--- config.mk ---
export PLATFORM = sky130hd
export DESIGN_NAME = ocx_tlx_rand_throttle
export DESIGN_NICKNAME = d
export VERILOG_FILES = /design/src/rtl/ocx_tlx_rand_throttle.sv
export SDC_FILE = /design/constraint.sdc
export NUM_CORES = 1
export LEC_CHECK = 0
export ABC_CLOCK_PERIOD_IN_PS = 4100
export CORE_MARGIN = 2
export CORE_UTILIZATION = 41
export DETAILED_ROUTE_END_ITERATION = 8
export PLACE_DENSITY = 0.84
export SLEW_MARGIN = 10
export SYNTH_ARGS = -nofsm -noshare
export SYNTH_HDL_FRONTEND = slang
export SYNTH_SLANG_ARGS = --single-unit
--- constraint.sdc ---
create_clock -name i_clock -period 4.1 [get_ports i_clock]
set_input_delay 1.025 -clock i_clock [delete_from_list [all_inputs] [get_ports i_clock]]
set_output_delay 1.025 -clock i_clock [all_outputs]
set_load 0.02 [all_outputs]
--- src/rtl/ocx_tlx_rand_throttle.sv ---
// Valid/ready pass-through stage with a 2-entry buffer that injects random-length
// downstream stall windows driven by an LFSR byte, to exercise TLX backpressure.
module ocx_tlx_rand_throttle #(
    parameter int DATA_WIDTH = 64,
    parameter int STAT_WIDTH = 16
) (
    input  logic                  i_clock,
    input  logic                  i_reset,
    input  logic [7:0]            i_rand,
    input  logic                  i_cfg_enable,
    input  logic [7:0]            i_cfg_threshold,
    input  logic [3:0]            i_cfg_max_stall,
    input  logic                  i_in_valid,
    input  logic [DATA_WIDTH-1:0] i_in_data,
    output logic                  o_in_ready,
    output logic                  o_out_valid,
    output logic [DATA_WIDTH-1:0] o_out_data,
    input  logic                  i_out_ready,
    output logic                  o_stall_active,
    output logic [STAT_WIDTH-1:0] o_stall_count
);

    typedef enum logic {
        ST_PASS  = 1'b0,
        ST_STALL = 1'b1
    } state_t;

    localparam logic [STAT_WIDTH-1:0] STAT_ONE = 1;

    function automatic logic [3:0] f_min4(input logic [3:0] a, input logic [3:0] b);
        return (a < b) ? a : b;
    endfunction

    function automatic logic [STAT_WIDTH-1:0] f_sat_inc(input logic [STAT_WIDTH-1:0] v);
        return (&v) ? v : v + STAT_ONE;
    endfunction

    logic [DATA_WIDTH-1:0] r_mem [2];
    logic                  r_wr_ptr;
    logic                  r_rd_ptr;
    logic [1:0]            r_count;
    state_t                r_state;
    logic [3:0]            r_stall_cnt;
    logic [STAT_WIDTH-1:0] r_stall_count;

    logic                  w_push;
    logic                  w_pop;
    logic                  w_decide;
    logic                  w_hit;
    logic [3:0]            w_len;

    assign o_in_ready     = (r_count != 2'd2);
    assign o_out_valid    = (r_state == ST_PASS) && (r_count != 2'd0);
    assign o_out_data     = r_mem[r_rd_ptr];
    assign o_stall_active = (r_state == ST_STALL);
    assign o_stall_count  = r_stall_count;

    assign w_push = i_in_valid & o_in_ready;
    assign w_pop  = o_out_valid & i_out_ready;

    // Decisions only when nothing is being offered or the offered word is leaving,
    // so a presented word is never withdrawn.
    assign w_decide = (r_state == ST_PASS) && ((r_count == 2'd0) || w_pop);
    assign w_hit    = i_cfg_enable && (i_rand < i_cfg_threshold);
    assign w_len    = f_min4(i_rand[3:0], i_cfg_max_stall);

    always_ff @(posedge i_clock) begin
        if (w_push) begin
            r_mem[r_wr_ptr] <= i_in_data;
        end
    end

    always_ff @(posedge i_clock) begin
        if (i_reset) begin
            r_count  <= 2'd0;
            r_wr_ptr <= 1'b0;
            r_rd_ptr <= 1'b0;
        end else begin
            if (w_push) begin
                r_wr_ptr <= ~r_wr_ptr;
            end
            if (w_pop) begin
                r_rd_ptr <= ~r_rd_ptr;
            end
            case ({w_push, w_pop})
                2'b10:   r_count <= r_count + 2'd1;
                2'b01:   r_count <= r_count - 2'd1;
                default: r_count <= r_count;
            endcase
        end
    end

    always_ff @(posedge i_clock) begin
        if (i_reset) begin
            r_state       <= ST_PASS;
            r_stall_cnt   <= 4'd0;
            r_stall_count <= '0;
        end else begin
            case (r_state)
                ST_PASS: begin
                    if (w_decide && w_hit) begin
                        r_state       <= ST_STALL;
                        r_stall_cnt   <= w_len;
                        r_stall_count <= f_sat_inc(r_stall_count);
                    end
                end
                ST_STALL: begin
                    // Dropping the enable aborts the window immediately.
                    if (!i_cfg_enable) begin
                        r_state     <= ST_PASS;
                        r_stall_cnt <= 4'd0;
                    end else if (r_stall_cnt == 4'd0) begin
                        r_state <= ST_PASS;
                    end else begin
                        r_stall_cnt <= r_stall_cnt - 4'd1;
                    end
                end
                default: begin
                    r_state     <= ST_PASS;
                    r_stall_cnt <= 4'd0;
                end
            endcase
        end
    end

endmodule
==> results.toml <==
[yosys]
synth_area_leaders = "edfxtp_1 62%, mux2_2 12%, dfxtp_1 8.4%"
synth_area_per_cell_um2 = 15.81
ys.flop_type = "edfxtp_1"
synth-seq-cells = 154
synth_area_leader_cell = "edfxtp_1"
synth_edf_count = 128
syn-num-nets = 497
syn_inst = 394
synth_top_area_frac = 0.6169
syn-cell-area_um2 = 6231
ys_seq_area_frac = 0.7004
ys_warn_count = 0
yosysUniqueCellTypes = 45
synthArstFlopShare = 0

[route]
vias_per_cell = 5.088
detail-route-antenna-nets = 0
num_vias = 3953
drt-total-wl_mm = 12.86
drc = 0
wl_per_cell_um = 16.55
drtPass1Iterations = 6
drt_iter0_drc = 190

[cells_and_area]
fin_cells = 777
utilization = 0.5864
syn2layout_area_growth_pct = 41.47
drive_gt1_frac = 0.1868
diodes = 0
nFillCells = 1130
fin_nets = 679

[power]
power.density_nw_per_um2 = 599.6
internal_power_uw = 3817
p_comb_frac = 0.297
pwr-share-seq = 0.384
power.share.clock = 0.319
p_total_uw = 5286
power.leakage_uw = 0.003072
vdd_drop_max_mv = 0.3324
switching_share = 0.2778
power.net_switching_uw = 1468

[worst_setup_path]
cpMaxStageDelayCell = "clkdlybuf4s50_1"
start_kind = "register"
cp_top_family = "buffers and inverters"
critPathMaxFanout = 35
cp.required_ns = 3.07
critical-path-max-stage-delay_ns = 0.57
arrival_ns = 2.12
path_cells = "buf_4, mux2_2, clkdlybuf4s50_1"
end_kind = "primary output"
worstSetupPathType = "reg -> out"
critPathBufInv = 2

[timing]
hold_viol = 0
setup_tns_ns = 0
rsz0062_at_grt = "false"
worst_pin_slew_ns = 0.9582
fin_skew_ns = 0.006303
maxSlewHeadroom = 0.3592
report.final.slew_viol_count = 0
fmax_mhz = 317.5
period_needed_ns = 3.150
setup_viol = 0
fin_crit_sh = 0.7683

[run]
maxCapViolCount = 0

[floorplanning]
initial_core_util = 0.4145
die-width_um = 127.3
coreArea_um2 = 15030
boundaryPins = 172
die_area_um2 = 16200
fp-row-count = 45
die_y_um = 127.3

[global_route]
overflow = 0
grt_pass1_wl_mm = 20.30
antenna_found_initial = 0
grt_start_max_net_pins = 44
grt_usage = 0.1623
grt_pass1_vias = 4161

[clock_tree]
clkSlewWorstSetupHoldPaths_ns = 0.06
cts.sinks = 154
cts_root_buf = "clkbuf_16"
post_cts_buffers = 0
cts_hold_buffers = 0
clk_latency_ns = 0.41
htreeDepth = 4
cts_resized = 0
cts_buffer_depth = 2
cts_buffers = 17
cts_tree = "done"

[outcome]
status = "finished, final reports clean"

[placed_design]
dp_hpwl_mm = 8.986
place_congestion = 0.7803
portBuffers = 171
post-place-cells = 745

[worst_hold_path]
min_path_type = "reg -> reg"
Yosys cell counts, types with 2 or more instances:
cell type  instances
a21oi_1           17
and3_1             2
and4_1             2
buf_6              3
clkbuf_1          10
dfxtp_1           26
edfxtp_1         128
ha_1              14
inv_1             19
mux2_2            65
mux2i_1            3
nand2_1           12
nand2b_1           2
nand3_1            6
nand4_1            3
nor2_1            23
nor2b_1            2
o211ai_1           2
o21ai_0            8
o31ai_1            5
o32ai_1            2
or3_1              6
or4_1              4
xnor2_1            3
xor2_1             7
power groups by stage:
| stage | Sequential (uW) | Clock, uW | Combinational (uW) |
|---|---|---|---|
| after global routing | 2050 | 1780 | 1670 |
| after CTS | 2030 | 1720 | 1590 |
| after detailed placement | 2060 | 0 | 1570 |
| after floorplan | 2050 | 0 | 889 |
| after global placement | 2050 | 0 | 1550 |
| final | 2030 | 1690 | 1570 |
sequential cells by signal, indices dropped and copies added, names as in the netlist, named ones only:
| signal | flops |
|---|---|
| o_stall_active | 1 |
| r_count | 2 |
| r_rd_ptr | 1 |
| r_stall_cnt | 4 |
| r_wr_ptr | 1 |
| o_stall_count | 16 |
| r_mem | 128 |
metal layers:
metal | up-vias | share of wire | global-route usage
li1 | 1859 | - | -
met2 | 140 | 0.50 | 0.2825
met5 | - | 0 | 0
met4 | 0 | 0.014 | 0.06076
met1 | 1939 | 0.41 | 0.1859
met3 | 15 | 0.068 | 0.05444
worst reg2reg max path: cells and delay by family, from the launching register on:
family / cells / cell delay, ns
AO/OA/AOI/OAI: 1 / 0.36
adder cells (fa/ha/maj): 1 / 0.21
flip-flops: 1 / 0.39
multiplexers: 1 / 0.29
AND/OR/NAND/NOR: 4 / 0.67
layout by cell type, fill, tap and decap left out, drive strengths merged, types with 2 or more instances in the layout:
master / count
a21oi: 17
and3: 2
and4: 2
buf: 5
bufinv: 5
clkbuf: 19
clkdlybuf4s50: 171
clkinvlp: 4
dfxtp: 26
edfxtp: 128
ha: 14
inv: 22
mux2: 66
mux2i: 3
nand2: 13
nand2b: 2
nand3: 6
nand4: 3
nor2: 23
nor2b: 2
o211ai: 2
o21ai: 9
o31ai: 5
o32ai: 2
or3: 6
or4: 4
xnor2: 3
xor2: 7
kinds of logic (layout without fill, tap and decap cells):
| kind of cell | after synthesis | after routing | share of synthesized area |
|---|---|---|---|
| AO/OA/AOI/OAI | 45 | 45 | 0.05001 |
| XOR/XNOR | 10 | 10 | 0.01406 |
| buffers and inverters | 32 | 227 | 0.02289 |
| flip-flops | 154 | 154 | 0.7004 |
| AND/OR/NAND/NOR | 70 | 70 | 0.05984 |
| multiplexers | 69 | 69 | 0.1247 |
| adder cells (fa/ha/maj) | 14 | 14 | 0.02811 |
final timing paths:
check,from,to,slack [ns],depth (start not counted)
worst max-delay path,register,o_out_data[60],0.95,3
worst max register to register,o_stall_count[0],o_stall_count[6],2.08,7
worst min-delay path,o_stall_count[14],o_stall_count[14],0.51,2
worst min register to register,o_stall_count[14],o_stall_count[14],0.51,2
area by class of cell:
type / instances / area [um^2] / share of cell area
tap: 188 / 235.2 / 0.02669
multi-input combinational: 208 / 1733 / 0.1966
clock buffer: 19 / 432.9 / 0.04911
inverter: 19 / 71.32 / 0.008091
clock inverter: 13 / 215.2 / 0.02441
sequential: 154 / 4365 / 0.4952
timing repair buffer: 176 / 1762 / 0.1999
metrics by stage:
| step | hold slack, ns | setup slack (ns) | cell area, um^2 |
|---|---|---|---|
| 6_report | 0.5121 | 0.9501 | 8815 |
| 5_1_grt | 0.5440 | 0.8571 | 8815 |
| 4_1_cts | 0.5216 | 0.9176 | 8815 |
| 3_5_place_dp | 0.5060 | 0.8057 | 8167 |
| 3_3_place_gp | 0.4810 | 0.9111 | 8167 |
| 2_1_floorplan | 0.4671 | 0.8834 | 6233 |
Note: power is estimated with default switching activity, not from simulation.
